--- config.mk ---
export PLATFORM = sky130hd
export DESIGN_NAME = nn_layer_seq
export DESIGN_NICKNAME = d
export VERILOG_FILES = /design/src/rtl/nn_pkg.sv /design/src/rtl/nn_seq_pipe.sv /design/src/rtl/nn_layer_seq.sv
export SDC_FILE = /design/constraint.sdc
export NUM_CORES = 1
export LEC_CHECK = 0
export ABC_AREA = 1
export BUFFER_PORTS_ARGS = -buffer_cell sky130_fd_sc_hd__buf_2
export CAP_MARGIN = 15
export CORE_AREA = 4 4 71 73
export CTS_CLUSTER_DIAMETER = 30
export DETAILED_ROUTE_END_ITERATION = 7
export DIE_AREA = 0 0 75 77
export GPL_ROUTABILITY_DRIVEN = 0
export HOLD_SLACK_MARGIN = 0.15
export SETUP_SLACK_MARGIN = 0.2
export SLEW_MARGIN = 40
export SYNTH_ARGS = -nofsm -noshare
export SYNTH_HDL_FRONTEND = slang
export SYNTH_SLANG_ARGS = --single-unit
export TNS_END_PERCENT = 20
--- constraint.sdc ---
create_clock -name i_clk -period 3.9 [get_ports i_clk]
set_input_delay 0.78 -clock i_clk [delete_from_list [all_inputs] [get_ports i_clk]]
set_output_delay 0.78 -clock i_clk [all_outputs]
set_load 0.01 [all_outputs]
--- src/rtl/nn_pkg.sv ---
// Shared constants, FSM state codes and the issue-flag bundle for the layer sequencer.
// Optional feature macro: NN_BIAS_EN (adds one bias term per neuron).
package nn_pkg;

  localparam int N_IN  = 10;
  localparam int N_HID = 5;
  localparam int N_OUT = 3;
  localparam int AW    = 7;
  localparam int IW    = 4;

  localparam logic [2:0] ST_IDLE    = 3'd0;
  localparam logic [2:0] ST_HID_MAC = 3'd1;
  localparam logic [2:0] ST_HID_WB  = 3'd2;
  localparam logic [2:0] ST_OUT_MAC = 3'd3;
  localparam logic [2:0] ST_OUT_WB  = 3'd4;
  localparam logic [2:0] ST_DRAIN   = 3'd5;
  localparam logic [2:0] ST_DONE    = 3'd6;

  localparam int S_H_BIAS      = N_IN + 1;
  localparam int S_O_BIAS      = N_HID + 1;
  localparam int OUT_BASE_BIAS = N_HID * S_H_BIAS;
  localparam int S_H_NOBIAS      = N_IN;
  localparam int S_O_NOBIAS      = N_HID;
  localparam int OUT_BASE_NOBIAS = N_HID * S_H_NOBIAS;

`ifdef NN_BIAS_EN
  localparam int S_H      = S_H_BIAS;
  localparam int S_O      = S_O_BIAS;
  localparam int OUT_BASE = OUT_BASE_BIAS;
`else
  localparam int S_H      = S_H_NOBIAS;
  localparam int S_O      = S_O_NOBIAS;
  localparam int OUT_BASE = OUT_BASE_NOBIAS;
`endif

  localparam int MAX_ADDR = OUT_BASE + N_OUT * S_O - 1;

  typedef struct packed {
    logic          mac_en;
    logic          mac_clr;
    logic          mac_bias;
    logic          mac_layer;
    logic [IW-1:0] mac_sel;
    logic          wb_en;
    logic          wb_layer;
    logic [IW-1:0] wb_idx;
  } seq_flags_t;

endpackage

--- src/rtl/nn_seq_pipe.sv ---
// One-stage delay for the MAC/write-back flag bundle so it lines up with ROM read data.
module nn_seq_pipe
  import nn_pkg::*;
(
  input  logic       i_clk,
  input  logic       i_rst,
  input  seq_flags_t i_d,
  output seq_flags_t o_q
);

  seq_flags_t r_q;

  always_ff @(posedge i_clk) begin
    if (i_rst) r_q <= '0;
    else       r_q <= i_d;
  end

  assign o_q = r_q;

endmodule

--- src/rtl/nn_layer_seq.sv ---
// Steps the shared MAC through all hidden then all output neurons, driving ROM address and flags.
// Optional feature macro: NN_BIAS_EN (bias term at the end of each neuron's term list).
module nn_layer_seq
  import nn_pkg::*;
(
  input  logic          i_clk,
  input  logic          i_rst,
  input  logic          i_start,
  output logic          o_busy,
  output logic          o_done,
  output logic [AW-1:0] o_addr,
  output logic          o_mac_en,
  output logic          o_mac_clr,
  output logic          o_mac_bias,
  output logic          o_mac_layer,
  output logic [IW-1:0] o_mac_sel,
  output logic          o_wb_en,
  output logic          o_wb_layer,
  output logic [IW-1:0] o_wb_idx
);

  logic [2:0]    r_state;
  logic [IW-1:0] r_neuron;
  logic [IW-1:0] r_term;
  seq_flags_t    w_issue;
  seq_flags_t    w_flags;
  logic [AW-1:0] w_addr;

  always_ff @(posedge i_clk) begin
    if (i_rst) begin
      r_state  <= ST_IDLE;
      r_neuron <= '0;
      r_term   <= '0;
    end else begin
      case (r_state)
        ST_IDLE: if (i_start) begin
          r_state  <= ST_HID_MAC;
          r_neuron <= '0;
          r_term   <= '0;
        end
        ST_HID_MAC: if (r_term == IW'(S_H - 1)) begin
          r_state <= ST_HID_WB;
          r_term  <= '0;
        end else r_term <= r_term + 1'b1;
        ST_HID_WB: if (r_neuron == IW'(N_HID - 1)) begin
          r_state  <= ST_OUT_MAC;
          r_neuron <= '0;
        end else begin
          r_state  <= ST_HID_MAC;
          r_neuron <= r_neuron + 1'b1;
        end
        ST_OUT_MAC: if (r_term == IW'(S_O - 1)) begin
          r_state <= ST_OUT_WB;
          r_term  <= '0;
        end else r_term <= r_term + 1'b1;
        ST_OUT_WB: if (r_neuron == IW'(N_OUT - 1)) begin
          r_state  <= ST_DRAIN;
          r_neuron <= '0;
        end else begin
          r_state  <= ST_OUT_MAC;
          r_neuron <= r_neuron + 1'b1;
        end
        ST_DRAIN: r_state <= ST_DONE;
        default:  r_state <= ST_IDLE;
      endcase
    end
  end

  // Issue stage: address goes straight to the ROM, flags wait one cycle for its data.
  always_comb begin
    w_issue = '0;
    w_addr  = '0;
    case (r_state)
      ST_HID_MAC: begin
        w_issue.mac_en  = 1'b1;
        w_issue.mac_clr = (r_term == '0);
        w_issue.mac_sel = r_term;
`ifdef NN_BIAS_EN
        w_issue.mac_bias = (r_term == IW'(S_H - 1));
`endif
        w_addr = AW'(r_neuron) * AW'(S_H) + AW'(r_term);
      end
      ST_OUT_MAC: begin
        w_issue.mac_en    = 1'b1;
        w_issue.mac_clr   = (r_term == '0);
        w_issue.mac_layer = 1'b1;
        w_issue.mac_sel   = r_term;
`ifdef NN_BIAS_EN
        w_issue.mac_bias = (r_term == IW'(S_O - 1));
`endif
        w_addr = AW'(OUT_BASE) + AW'(r_neuron) * AW'(S_O) + AW'(r_term);
      end
      ST_HID_WB: begin
        w_issue.wb_en  = 1'b1;
        w_issue.wb_idx = r_neuron;
      end
      ST_OUT_WB: begin
        w_issue.wb_en    = 1'b1;
        w_issue.wb_layer = 1'b1;
        w_issue.wb_idx   = r_neuron;
      end
      default: ;
    endcase
  end

  nn_seq_pipe u_pipe (
    .i_clk (i_clk),
    .i_rst (i_rst),
    .i_d   (w_issue),
    .o_q   (w_flags)
  );

  assign o_busy      = (r_state != ST_IDLE) && (r_state != ST_DONE);
  assign o_done      = (r_state == ST_DONE);
  assign o_addr      = w_addr;
  assign o_mac_en    = w_flags.mac_en;
  assign o_mac_clr   = w_flags.mac_clr;
  assign o_mac_bias  = w_flags.mac_bias;
  assign o_mac_layer = w_flags.mac_layer;
  assign o_mac_sel   = w_flags.mac_sel;
  assign o_wb_en     = w_flags.wb_en;
  assign o_wb_layer  = w_flags.wb_layer;
  assign o_wb_idx    = w_flags.wb_idx;

endmodule

# After elaboration in Yosys (flattened, before gate mapping)
# Index checks and enable logic that the tools add are counted.
dict set report word_totals {
  ramBits 0
  in_bits 3
  rom_bits 0
  n_memories 0
  latch_bits 0
  register_bits 24
  wordCells 64
}
dict set report classes {
  mux 18
  order_cmp 0
  mul 2
  shifts 0
  reduce_logical 13
  n_bitwise 2
  eq_ne 14
  addsub 5
  div_mod_pow 0
}
# op n
set op_table {}
lappend op_table {{4-bit one-hot mux with 3 select lines} 2}
lappend op_table {{4-bit 2-to-1 mux} 5}
lappend op_table {{3-bit one-hot mux with 6 select lines} 1}
lappend op_table {{7-bit by 4-bit adder with 7-bit output} 2}
lappend op_table {{7-bit one-hot mux with 2 select lines} 1}
lappend op_table {{3-bit 2-to-1 mux} 4}
lappend op_table {{3-bit equality test, second input constant} 3}
lappend op_table {{3-bit nonzero test} 3}
lappend op_table {{4-bit by 1-bit adder with 4-bit output, second input constant} 2}
lappend op_table {{4-bit by 3-bit equality test with 1-bit output, second input constant} 2}
lappend op_table {{2-bit OR reduction} 4}
lappend op_table {{6-bit by 7-bit adder with 7-bit output, first input constant} 1}
lappend op_table {{4-bit by 3-bit multiplier with 7-bit output, second input constant} 1}
lappend op_table {{3-bit by 2-bit equality test with 1-bit output, second input constant} 2}
lappend op_table {{4-bit by 3-bit multiplier with 6-bit output, second input constant} 1}
lappend op_table {{2-bit != test, second input constant} 3}
lappend op_table {{4-bit by 2-bit equality test with 1-bit output, second input constant} 1}
lappend op_table {{4-bit equality test, second input constant} 1}
lappend op_table {{4-bit logical NOT} 1}
lappend op_table {{2-bit 2-to-1 mux} 2}
lappend op_table {{2-bit AND reduction} 2}
lappend op_table {{3-bit by 1-bit equality test with 1-bit output, second input constant} 1}
lappend op_table {{3-bit logical NOT} 1}
lappend op_table {{1-bit 2-to-1 mux} 3}
lappend op_table {{4 further kinds} 5}

# Longest topological paths before layout
dict set report depth {
  word_depth 4
  mapped_depth 12
}

# Hierarchy
# A second synthesis with hierarchy kept.
dict set report unflattened {
  hier_cells 262
  area_unflattened_um2 1836.8
}
# mod seq_area_each_um2 area_per_inst_um2 n_inst cells_each
set by_module_without_submodules {}
lappend by_module_without_submodules {nn_layer_seq 220.2 1440.1 1 219}
lappend by_module_without_submodules {nn_seq_pipe 280.3 396.6 1 43}

# Least setup slack after synthesis
# No wires, ideal clock.
dict set report synth_timing {
  kind {register to output}
  from {reg r_neuron[1]}
  to {out o_addr[4]}
  t_arrival_ns 2.221
  required_time_ns 3.120
  path_slack_ns 0.899
  stages_incl_launch_ff 11
  n_path_buf 0
  path_cell_list {dfxtp_1 > ha_1 > inv_1 > fa_1 > inv_1 > ha_1 > a21oi_1 > nand2_1 > or2_2 > nand3_1 > nand2_1}
}
dict set report synth_via {
  elab_chain_cells 4
  elab_cells_between_ends 6
  classes_between {add/sub: 3; mul: 2; mux: 1}
}
# element line_no
set synth_rtl {}
lappend synth_rtl {{from (decl)} nn_layer_seq.sv:23} ;# logic [IW-1:0] r_neuron;
lappend synth_rtl {{from (signal assigned)} nn_layer_seq.sv:50} ;# r_neuron <= r_neuron + 1'b1;
lappend synth_rtl {{from (signal assigned)} nn_layer_seq.sv:61} ;# r_neuron <= r_neuron + 1'b1;
lappend synth_rtl {{4-bit by 3-bit multiplier with 7-bit output} nn_layer_seq.sv:91} ;# w_addr = AW'(OUT_BASE) + AW'(r_neuron) * AW'(S_O) + AW'(r_term);
lappend synth_rtl {{6-bit by 7-bit adder with 7-bit output} nn_layer_seq.sv:91}
lappend synth_rtl {{7-bit by 4-bit adder with 7-bit output} nn_layer_seq.sv:91}
lappend synth_rtl {{7-bit one-hot mux with 2 select lines (*)} nn_layer_seq.sv:73} ;# case (r_state)
lappend synth_rtl {{to (decl)} nn_layer_seq.sv:11} ;# output logic [AW-1:0] o_addr,
# Mark *: on every way between the ends. The rest lies on a longest branch, timed or not.

# Worst setup path in the final report
dict set report layout_timing {
  from {reg r_neuron[0]}
  to {out o_addr[4]}
}
# Same word-level chain as after synthesis.

==> summary.txt <==
Detailed routing
  • Via count: 1574
  • Drc violations: 0
  • Via/cell ratio: 4.90
  • Remaining antenna violation count: 0
  • DR pass1 iterations: 4
  • DRT iter0 DRCs: 82
  • Routed WL: 3800 um
  • Wire per inst: 11.8 um

Placement
  • Pre-CTS WS: 661 ps
  • Port bufs: 24
  • Final HPWL from detailed placement: 3110 um

Yosys
  • Post-Syn Area per Cell: 7.24 um^2
  • Sequential fraction of the synthesis area: 27.1%
  • Synthesized area: 1770 um^2
  • Area contributors post-synth: dfxtp_1, ha_1, nand2_1
  • Top cell types by occurrence after synthesis: nand2_1, inv_1, nor2_1
  • Area share of the largest cell type after synthesis: 27.1%
  • Synth cell types: 31
  • Synth Warn #: 0
  • Async SR Flop Fraction: 0%
  • Synth Instances: 245
  • FF+latch count, synth: 24
  • Synth Net Count: 275
  • Post-synth top area cell: dfxtp_1
  • Number of flops mapped to enable cells by yosys: 0
  • Main synth FF type: dfxtp_1
  • Top-count cell post-synth: nand2_1

GRT
  • Maximum number of pins on one net before global-route repair: 14
  • Antenna violations before repair: 0
  • Vias in the first global route: 1527
  • All-layer global routing usage: 14.5%
  • Global-route wire length before repair: 6750 um
  • GRT Residual Overflow: 0

Worst setup path
  • Worst R2R Setup Slack: 2340 ps
  • Critical path class: reg -> out
  • CP max stage cell: dfxtp_1
  • Crit-path cells: ha_1 -> inv_1 -> fa_1 -> inv_1 -> ha_1 -> a21oi_1 -> nand2_1 -> or2_2 -> nand3_1 -> nand2_1 -> buf_2
  • CP max stage delay: 500 ps
  • WP data arrival: 2680 ps
  • Crit path launch type: register
  • Critical Path End Type: output port
  • CP Max Fanout: 7
  • WP data required: 3120 ps

Clock tree
  • Bufs on Longest Clock Path: 2
  • Post-CTS sizing: 0
  • CTS tree: done
  • Hold buffers post-CTS: 0
  • H-tree Lvls: 1
  • Clock root buffer: clkbuf_8
  • Post-CTS setup repair buffer count: 0
  • Clk Latency, worst-skew pair: 270 ps
  • Clk slew on worst S/H paths: 90 ps
  • Clock Sinks: 24
  • Inserted Clock Buffers: 3

Final layout
  • Share of layout cells above drive strength 1: 17.1%
  • Nets: 300
  • Core Util, Final: 45.7%
  • Diode count: 0
  • Layout area overhead: 12.3%

Job
  • Max cap viols: 0

Floorplanning
  • IO Count: 26
  • Die Wd: 75 um
  • Core ar.: 4350 um^2
  • Rows: 24
  • Die Y: 77 um
  • Starting density of the core: 40.7%
  • Die footprint: 5780 um^2

Power and ir drop
  • Clock group share of total power: 28.6%
  • Sw Share: 32.2%
  • Comb pwr share: 24.6%
  • P per Cell Area: 295 nW/um^2
  • P_leak: 1.07 nW
  • P_sw: 0.189 mW
  • Internal power: 0.398 mW
  • Seq pwr share: 46.7%
  • Worst vdd ir: 0.174 mV

Run status
  • Status: completed

STA
  • Hold Slack: 557 ps
  • Max Freq: 289 MHz
  • Worst Slack Setup Final: 437 ps
  • # setup viols final: 0
  • Min Tclk post-route: 3460 ps
  • Unrepaired setup endpoints after global routing: false
  • Max-slew violation count: 0
  • Clock Skews: 8.80 ps
  • Final setup TNS: 0 ps
  • Hold Violations, Final: 0
  • Fin crit share: 88.8%

Worst hold path
  • Class of the worst hold path: reg -> reg
logic make-up after synthesis:
family	count (synthesis)	synth area share, %
AND/OR/NAND/NOR	123	32.3
flip-flops	24	27.1
other	1	0.211
XOR/XNOR	3	1.48
adder cells (fa/ha/maj)	27	21.2
AO/OA/AOI/OAI	23	7.97
buffers and inverters	44	9.80
power groups by stage:
stage / logic, mW / registers [mW] / clock network [mW]
finish: 0.145 / 0.274 / 0.168
CTS: 0.146 / 0.274 / 0.176
global placement: 0.144 / 0.280 / 0
global route: 0.165 / 0.277 / 0.183
detailed placement: 0.146 / 0.280 / 0
floorplan: 0.111 / 0.275 / 0
sequential cells by signal (all words and copies together), names as in the netlist:
| name | flops |
|---|---|
| r_state | 3 |
| r_neuron | 4 |
| r_term | 4 |
| u_pipe.o_q | 13 |
cell usage in the layout (no fill, tap or decap), types with 4 or more instances in the layout:
master	instances
nand2_1	51
inv_1	38
nor2_1	31
buf_2	24
nand3_1	23
dfxtp_1	23
ha_1	22
a21oi_1	8
o21ai_1	5
fa_1	5
nand2_2	4
o21ai_0	4
clkbuf_8	4
worst max-delay path: cells and delay by family, from the launching register on:
kind	cells	cell delay, ps
buffers and inverters	3	220
AND/OR/NAND/NOR	4	500
adder cells (fa/ha/maj)	3	1040
flip-flops	1	500
AO/OA/AOI/OAI	1	140
worst paths after layout:
check	from	cells past startpoint	end
max	r_neuron[0]	11	o_addr[4]
min reg2reg	r_term[1]	2	r_term[1]
min	r_term[1]	2	r_term[1]
max reg2reg	r_neuron[2]	7	r_neuron[0]
final cells by class:
cell class | instances | area, um^2
well taps | 52 | 65.1
flip-flops and latches | 24 | 482
clock buffers | 4 | 55.1
multi-input cells | 177 | 1120
fillers | 443 | 2360
inverters | 40 | 150
repair buffers | 24 | 120
routing by layer:
layer / vias to the layer above / track usage [%] / part of all wire (%)
li1: 822 / - / -
met1: 712 / 21.0 / 49
met2: 38 / 21.9 / 44
met3: 2 / 3.53 / 5.5
met4: 0 / 2.85 / 0.71
met5: - / 0 / 0
metrics by stage:
stage	instance area (um^2)	power (mW)	std cells
global route	1990	0.626	321
floorplan	1770	0.386	245
detailed placement	1940	0.426	317
global placement	1940	0.425	317
CTS	1990	0.597	321
finish	1990	0.587	321
No activity file was read; power rests on OpenSTA's default activity.
